--- src/rtl/mc_sequencer.sv ---
// Run sequencer for a Monte Carlo option pricer: clears the datapath, issues N generator
// steps, tracks accepted samples through the present-value latency, then captures mean/variance.
module mc_sequencer #(
    parameter int CNT_W   = 16,
    parameter int PV_LAT  = 4,
    parameter int ACC_LAT = 2
) (
    input  logic                    clk,
    input  logic                    reset,
    input  logic                    start,
    input  logic                    abort,
    input  logic [CNT_W-1:0]        n_samples,
    input  logic [15:0]             kert_in,
    input  logic [15:0]             se05_in,
    input  logic [15:0]             sqrt_in,
    output logic [15:0]             KerT,
    output logic [15:0]             Se05sigmaT,
    output logic [15:0]             sigmaSqrtT,
    output logic                    dp_clr,
    output logic                    gen_en,
    output logic                    acc_en,
    input  logic signed [15:0]      mean_in,
    input  logic signed [31:0]      var_in,
    output logic signed [15:0]      mean_out,
    output logic signed [31:0]      var_out,
    output logic                    busy,
    output logic                    done,
    output logic [CNT_W-1:0]        issued
);

    localparam int WAIT_W = (ACC_LAT < 1) ? 1 : $clog2(ACC_LAT + 1);

    typedef enum logic [2:0] {S_IDLE, S_CLEAR, S_RUN, S_DRAIN, S_DONE} state_t;

    state_t             state_q, state_d;
    logic [CNT_W-1:0]   n_q, n_d;
    logic [15:0]        kert_q, kert_d, se05_q, se05_d, sqrt_q, sqrt_d;
    logic [CNT_W-1:0]   issued_q, issued_d;
    logic [CNT_W-1:0]   acc_cnt_q, acc_cnt_d;
    logic [WAIT_W-1:0]  wait_q, wait_d;
    logic [PV_LAT-1:0]  sr_q, sr_d;
    logic               gen_en_q, gen_en_d;
    logic               dp_clr_q, dp_clr_d;
    logic               done_q, done_d;
    logic               busy_q, busy_d;
    logic signed [15:0] mean_q, mean_d;
    logic signed [31:0] var_q, var_d;

    assign KerT       = kert_q;
    assign Se05sigmaT = se05_q;
    assign sigmaSqrtT = sqrt_q;
    assign dp_clr     = dp_clr_q;
    assign gen_en     = gen_en_q;
    assign acc_en     = sr_q[PV_LAT-1];
    assign mean_out   = mean_q;
    assign var_out    = var_q;
    assign busy       = busy_q;
    assign done       = done_q;
    assign issued     = issued_q;

    always_comb begin
        state_d   = state_q;
        n_d       = n_q;
        kert_d    = kert_q;
        se05_d    = se05_q;
        sqrt_d    = sqrt_q;
        wait_d    = wait_q;
        mean_d    = mean_q;
        var_d     = var_q;
        gen_en_d  = 1'b0;
        dp_clr_d  = 1'b0;
        done_d    = 1'b0;
        issued_d  = gen_en_q ? issued_q + CNT_W'(1) : issued_q;
        acc_cnt_d = acc_en ? acc_cnt_q + CNT_W'(1) : acc_cnt_q;
        // acc_en is gen_en seen through the present-value pipeline latency
        sr_d[0] = gen_en_q;
        for (int i = 1; i < PV_LAT; i++) begin
            sr_d[i] = sr_q[i-1];
        end

        case (state_q)
            S_IDLE: begin
                if (start && !abort) begin
                    n_d       = n_samples;
                    kert_d    = kert_in;
                    se05_d    = se05_in;
                    sqrt_d    = sqrt_in;
                    issued_d  = '0;
                    acc_cnt_d = '0;
                    wait_d    = '0;
                    sr_d      = '0;
                    if (n_samples == '0) begin
                        state_d = S_DONE;
                    end else begin
                        state_d  = S_CLEAR;
                        dp_clr_d = 1'b1;
                    end
                end
            end
            S_CLEAR: begin
                state_d  = S_RUN;
                gen_en_d = 1'b1;
            end
            S_RUN: begin
                if (issued_d == n_q) begin
                    state_d = S_DRAIN;
                end else begin
                    gen_en_d = 1'b1;
                end
            end
            S_DRAIN: begin
                // The cycle of the last accepted sample counts as the first settling cycle boundary
                if (acc_cnt_d == n_q) begin
                    if (wait_q == WAIT_W'(ACC_LAT)) begin
                        state_d = S_DONE;
                    end else begin
                        wait_d = wait_q + WAIT_W'(1);
                    end
                end
            end
            S_DONE: begin
                done_d  = 1'b1;
                mean_d  = (n_q == '0) ? '0 : mean_in;
                var_d   = (n_q == '0) ? '0 : var_in;
                state_d = S_IDLE;
            end
            default: state_d = S_IDLE;
        endcase

        if (abort && state_q != S_IDLE) begin
            state_d  = S_IDLE;
            gen_en_d = 1'b0;
            dp_clr_d = 1'b0;
            done_d   = 1'b0;
            sr_d     = '0;
            mean_d   = mean_q;
            var_d    = var_q;
        end

        busy_d = (state_d != S_IDLE);
    end

    always_ff @(posedge clk) begin
        if (reset) begin
            state_q   <= S_IDLE;
            n_q       <= '0;
            kert_q    <= '0;
            se05_q    <= '0;
            sqrt_q    <= '0;
            issued_q  <= '0;
            acc_cnt_q <= '0;
            wait_q    <= '0;
            sr_q      <= '0;
            gen_en_q  <= 1'b0;
            dp_clr_q  <= 1'b0;
            done_q    <= 1'b0;
            busy_q    <= 1'b0;
            mean_q    <= '0;
            var_q     <= '0;
        end else begin
            state_q   <= state_d;
            n_q       <= n_d;
            kert_q    <= kert_d;
            se05_q    <= se05_d;
            sqrt_q    <= sqrt_d;
            issued_q  <= issued_d;
            acc_cnt_q <= acc_cnt_d;
            wait_q    <= wait_d;
            sr_q      <= sr_d;
            gen_en_q  <= gen_en_d;
            dp_clr_q  <= dp_clr_d;
            done_q    <= done_d;
            busy_q    <= busy_d;
            mean_q    <= mean_d;
            var_q     <= var_d;
        end
    end

endmodule
--- config.mk ---
export PLATFORM = sky130hd
export DESIGN_NAME = mc_sequencer
export DESIGN_NICKNAME = d
export VERILOG_FILES = /design/src/rtl/mc_sequencer.sv
export SDC_FILE = /design/constraint.sdc
export NUM_CORES = 1
export LEC_CHECK = 0
export CAP_MARGIN = 20
export CELL_PAD_IN_SITES_DETAIL_PLACEMENT = 1
export CELL_PAD_IN_SITES_GLOBAL_PLACEMENT = 1
export CORE_ASPECT_RATIO = 1.1
export CORE_MARGIN = 4
export CORE_UTILIZATION = 33
export CTS_BUF_LIST = sky130_fd_sc_hd__clkbuf_8 sky130_fd_sc_hd__clkbuf_16
export DETAILED_ROUTE_END_ITERATION = 8
export GPL_ROUTABILITY_DRIVEN = 1
export PLACE_DENSITY = 0.92
export SLEW_MARGIN = 20
export SYNTH_ARGS = -nofsm -noshare
export SYNTH_HDL_FRONTEND = slang
export SYNTH_SLANG_ARGS = --single-unit
--- constraint.sdc ---
create_clock -name clk -period 2.85 [get_ports clk]
set_input_delay 0.855 -clock clk [delete_from_list [all_inputs] [get_ports clk]]
set_output_delay 0.855 -clock clk [all_outputs]
set_load 0.01 [all_outputs]
* After elaboration in Yosys (flattened, before gate mapping)
Index checks and enable logic that the tools add are counted.
** Cells by class
- Bitwise operators :: 3
- Reductions and logical operators :: 14
- Multiplexer cells :: 25
- Equal/unequal tests :: 10
- Add/sub/neg operators :: 3
** Operators with widths (number)
- two-way mux 16 bit :: 7
- adder 16 x 1 -> 16 bit (second input constant) :: 2
- equality test 16 bit :: 2
- zero test 16 bit :: 2
- two-way mux 32 bit :: 1
- two-way mux 3 bit :: 6
- one-hot mux 3 bit (4 select lines) :: 1
- two-way mux 4 bit :: 2
- equality test 3 x 2 -> 1 bit (second input constant) :: 2
- two-way mux 2 bit :: 3
- != test 2 bit (second input constant) :: 3
- nonzero test 3 bit :: 2
- one-hot mux 2 bit (2 select lines) :: 1
- AND reduction 2 bit :: 2
- AND reduction 4 bit :: 1
- OR reduction 4 bit :: 1
- equality test 3 x 1 -> 1 bit (second input constant) :: 1
- equality test 3 bit (second input constant) :: 1
- zero test 3 bit :: 1
- two-way mux 1 bit :: 3
- inverter 1 bit :: 3
- adder 2 x 1 -> 2 bit (second input constant) :: 1
- equality test 2 bit (second input constant) :: 1
- logical AND 1 bit :: 2
- other kinds (4) :: 4
** Word-level totals
- Input port bits :: 116
- Register bits after elaboration :: 157
- Output and inout port bits :: 117
- Word-level logic and storage cells :: 70

* Longest topological paths before layout
- Word-level depth :: 7
- Depth in mapped cells :: 9

* Worst setup path after synthesis
No wires, ideal clock.
- Kind :: register to register
- Start point :: reg sr_q[3]
- End point :: reg wait_q[0]
- Setup time :: 0.071 ns
- Arrival :: 2.447 ns
- Path slack :: 0.332 ns
- Data required time :: 2.779 ns
- Period minus slack after synthesis :: 2.518 ns
- Buffers on the path :: 1
- Cell stages (with the launch flop) :: 9
- Cell sequence :: dfxtp_1 -> buf_2 -> nand4_2 -> nor2_2 -> a22oi_1 -> or4bb_1 -> or4_4 -> or3_1 -> a21oi_1
** Between the ends
- Longest elaborated chain between the ends :: 4
** Ends and longest elaborated chain
- from (decl) :: RTL line 41 : logic [PV_LAT-1:0] sr_q, sr_d;
- from (signal assigned) :: RTL line 169 : sr_q <= sr_d;
- two-way mux 16 bit :: RTL line 74 : acc_cnt_d = acc_en ? acc_cnt_q + CNT_W'(1) : acc_cnt_q;
- equality test 16 bit :: RTL line 113 : if (acc_cnt_d == n_q) begin
- != test 2 bit (no source line)
- AND reduction 4 bit (no source line)
- to (signal assigned) :: RTL line 168 : wait_q <= wait_d;
- to (decl) :: RTL line 40 : logic [WAIT_W-1:0] wait_q, wait_d;
No other way between the ends.
A chain may end at the register's enable or synchronous reset.

* Worst setup path in the final report
- Start point :: reg acc_cnt_q[2]
- End point :: reg wait_q[0]
** Between the ends
- Longest elaborated chain between the ends :: 5
** Ends and longest elaborated chain
- from (decl) :: RTL line 39 : logic [CNT_W-1:0] acc_cnt_q, acc_cnt_d;
- from (signal assigned) :: RTL line 167 : acc_cnt_q <= acc_cnt_d;
- adder 16 x 1 -> 16 bit :: RTL line 74
- two-way mux 16 bit (*) :: RTL line 74
- equality test 16 bit (*) :: RTL line 113
- != test 2 bit (no source line) (*)
- AND reduction 4 bit (no source line) (*)
Every way passes the cells marked *; elsewhere a longest branch is shown, timed or not.

==> impl_results.md <==
* Pre-antenna DRT Iters at 4
* Critical-path cell list: nand4_2, nor4_1, xnor2_1, nor2_1, or4_1, or3_1, a21oi_1
* Antenna viol nets, final at 0
* Vias per cell at between 5 and 6
* Final min period at between 2000 and 3000 ps
* Skew final at 18.8 ps
* Final Hold Viols at 0
* Worst path max stage delay at 570 ps
* Via count at 6488
* Reg2Reg Setup Slack at between 150 and 200 ps
* Arr. time, crit path at 3030 ps
* Final Max Slew Viols at 0
* Max cap viols at 0
* Final Cycle Share at 94.1%
* First-pass GRT wire length at 38000 um
* Htree depth at 4
* Core ar. at 19400 um^2
* Port Buffers at approximately 230
* HP Class: reg -> reg
* CP bufs+invs at 0
* Initial Utilization at 34.0%
* GRT overflow at 0
* Root buffer cell: clkbuf_16
* Yosys cell types at 53
* DRC at 0
* Crit path launch type: flop
* Final #Nets at about 1100
* VDD IR max at 491 uV
* Syn_nets at 892
* Mapped Area at between 6000 and 7000 um^2
* Diode count at 0
* Crit path max fanout at 7
* FFs w/ async S/R, synth at 0%
* Placer Congestion at around 0.85
* Critical path endpoint category: flop
* Power, Total at 5120 uW
* Share of the synthesized area in the top cell type at 47.8%
* # rows at 53
* Worst endpoint required time at roughly 3200 ps
* Synth Register Bits at 157
* WS Path Type: reg -> reg
* Placed insts at 1224
* Leakage at between 0.003 and 0.004 uW
* Mean Syn Cell Area at 8.51 um^2
* Drt wl/cell at 19.1 um
* Io pins at ~230
* Sequential share of the synthesized area at 47.8%
* Slew margin rel. at about three fifths
* Post-CTS Hold Buffers at 0
* HPWL after DPL at roughly 18000 um
* Die Height at 156 um
* Antenna violations before repair at 0
* Layout area overhead at 49.7%
* CTS tree: yes
* Vias in the first global route at ~7100
* Top Family by Delay on Critical Path: simple AND/OR/NAND/NOR gates
* Clock tree sinks at 157
* Warnings, synthesis at 0
* Setup TNS at 0 ps
* Cell Count, Final, Fillers Out at 1254
* Routed wire length at 24000 um
* Die Footprint at between 20000 and 25000 um^2
* Setup-failing EPs final at 0
* 1st-iter DRT viols at 278
* RSZ-0062 raised after global routing: false
* Syn Inst Count at between 700 and 800
* CP max stage cell: or4_1
* Share of cells above drive strength 1 at under 10%
* Number of enable flip-flop cells after synthesis at 0
* Largest net degree at the start of global routing at 50
* TritonCTS buffer count at 17
* Clock latency on the worst-skew pair at between 400 and 500 ps
* Biggest area consumer among synthesized cells: dfxtp_1
* Predominant post-synthesis flop cell: dfxtp_1
* Worst-path clk slew at ~70 ps
* Die Width at approximately 140 um
* Total GRT Usage at a little over a fifth
* Power Density at 519 nW/um^2
* Clk buf depth at 2
* Outcome: finished, final reports clean
* Worst slew pin tran at 570 ps
* Most area-consuming cells after synthesis: dfxtp_1 48%, nand2_1 8.3%, a22oi_1 5.6%
* Max Freq at 373 MHz
## report_power, final
group          leakage [uW]  internal (uW)  switching, uW
Combinational       0.00199            330            273
Sequential          0.00127           2250           50.8
Clock              0.000268           1220            994
## cell type report
class | instances | area, um^2
repair buffers | 257 | 2580
clock buffers | 17 | 425
inverters | 6 | 22.5
multi-input cells | 557 | 3230
flip-flops and latches | 157 | 3150
well taps | 247 | 309
fillers | 2205 | 9520
clock inverters | 13 | 135
## flip-flops by register name, indices dropped and copies added, names as in the netlist
signal / flops
issued: 16
mean_out: 16
Se05sigmaT: 16
KerT: 16
gen_en: 1
acc_cnt_q: 16
state_q: 3
sr_q: 4
var_out: 32
sigmaSqrtT: 16
n_q: 16
dp_clr: 1
busy: 1
done: 1
wait_q: 2
## kinds of logic after synthesis
group	share of synthesized area, %
AO/OA/AOI/OAI	14.2
XOR/XNOR	9.19
adder cells (fa/ha/maj)	0.571
buffers and inverters	3.46
flip-flops	47.8
multiplexers	0.476
AND/OR/NAND/NOR	24.3
## Yosys cell counts, drive strengths merged, types with 3 or more instances
library cell  number
nor2              95
o21ai             11
nand2b             6
nand3b             3
or4                5
nor4              18
xnor3              4
clkbuf            44
a21oi             69
nand2            146
and3               9
dfxtp            157
and4               5
buf                9
nor2b              5
ha                 3
xnor2             38
inv                6
a211o              3
nand3              8
a22oi             49
xor2              18
nand4             19
nor3              12
## worst register-to-register path: cells and delay by family, from the launching register on
| kind | cells | cell delay (ps) |
|---|---|---|
| simple gates | 5 | 1780 |
| flops | 1 | 500 |
| xor+xnor | 1 | 200 |
| compound gates | 1 | 140 |
## cells in the final DEF, fill, tap and decap left out, drive strengths merged, types with 17 or more instances in the layout
cell	n
dfxtp	157
clkbuf	17
buf	26
clkdlybuf4s50	231
xor2	18
nand2	146
nor4	18
nand4	19
xnor2	38
a22oi	49
nor2	95
a21oi	69
## what timing repair did
| item | CTS | global route |
|---|---|---|
| setup endpoints to repair | 0 | 2 |
| buffers inserted | 0 | 0 |
| resized for setup | 0 | 4 |
| endpoints found under the hold margin | 0 | 0 |
## per-layer routing
metal  wire length, um  up-vias  track usage, %  share of wire, %
met5                 0        -               0                 0
met4               420        0            6.29               1.8
met3              1750       32            6.01               7.3
met2             12800      216            39.5                53
met1              9040     3145            23.8                38
li1                  -     3095               -                 -
## per-stage QoR
step	instance area, um^2	utilization, %	setup slack [ps]	hold slack [ps]
2_1_floorplan	6580	-	332	429
4_1_cts	9840	50.8	112	459
3_3_place_gp	9280	47.9	85.2	436
6_report	9850	50.9	167	454
3_5_place_dp	9280	47.9	43.4	447
5_1_grt	9850	50.9	15.2	472
## final timing paths
| path | endpoint | start | cells after the start |
|---|---|---|---|
| max | wait_q[0]$_SDFFE_PP0P_ | acc_cnt_q[2]$_SDFF_PP0_ | 7 |
| min | Se05sigmaT[14]$_SDFFE_PP0P_ | Se05sigmaT[14]$_SDFFE_PP0P_ | 2 |
| max reg2reg | wait_q[0]$_SDFFE_PP0P_ | acc_cnt_q[2]$_SDFF_PP0_ | 7 |
| min reg2reg | Se05sigmaT[14]$_SDFFE_PP0P_ | Se05sigmaT[14]$_SDFFE_PP0P_ | 2 |
Note: power is estimated with default switching activity, not from simulation.
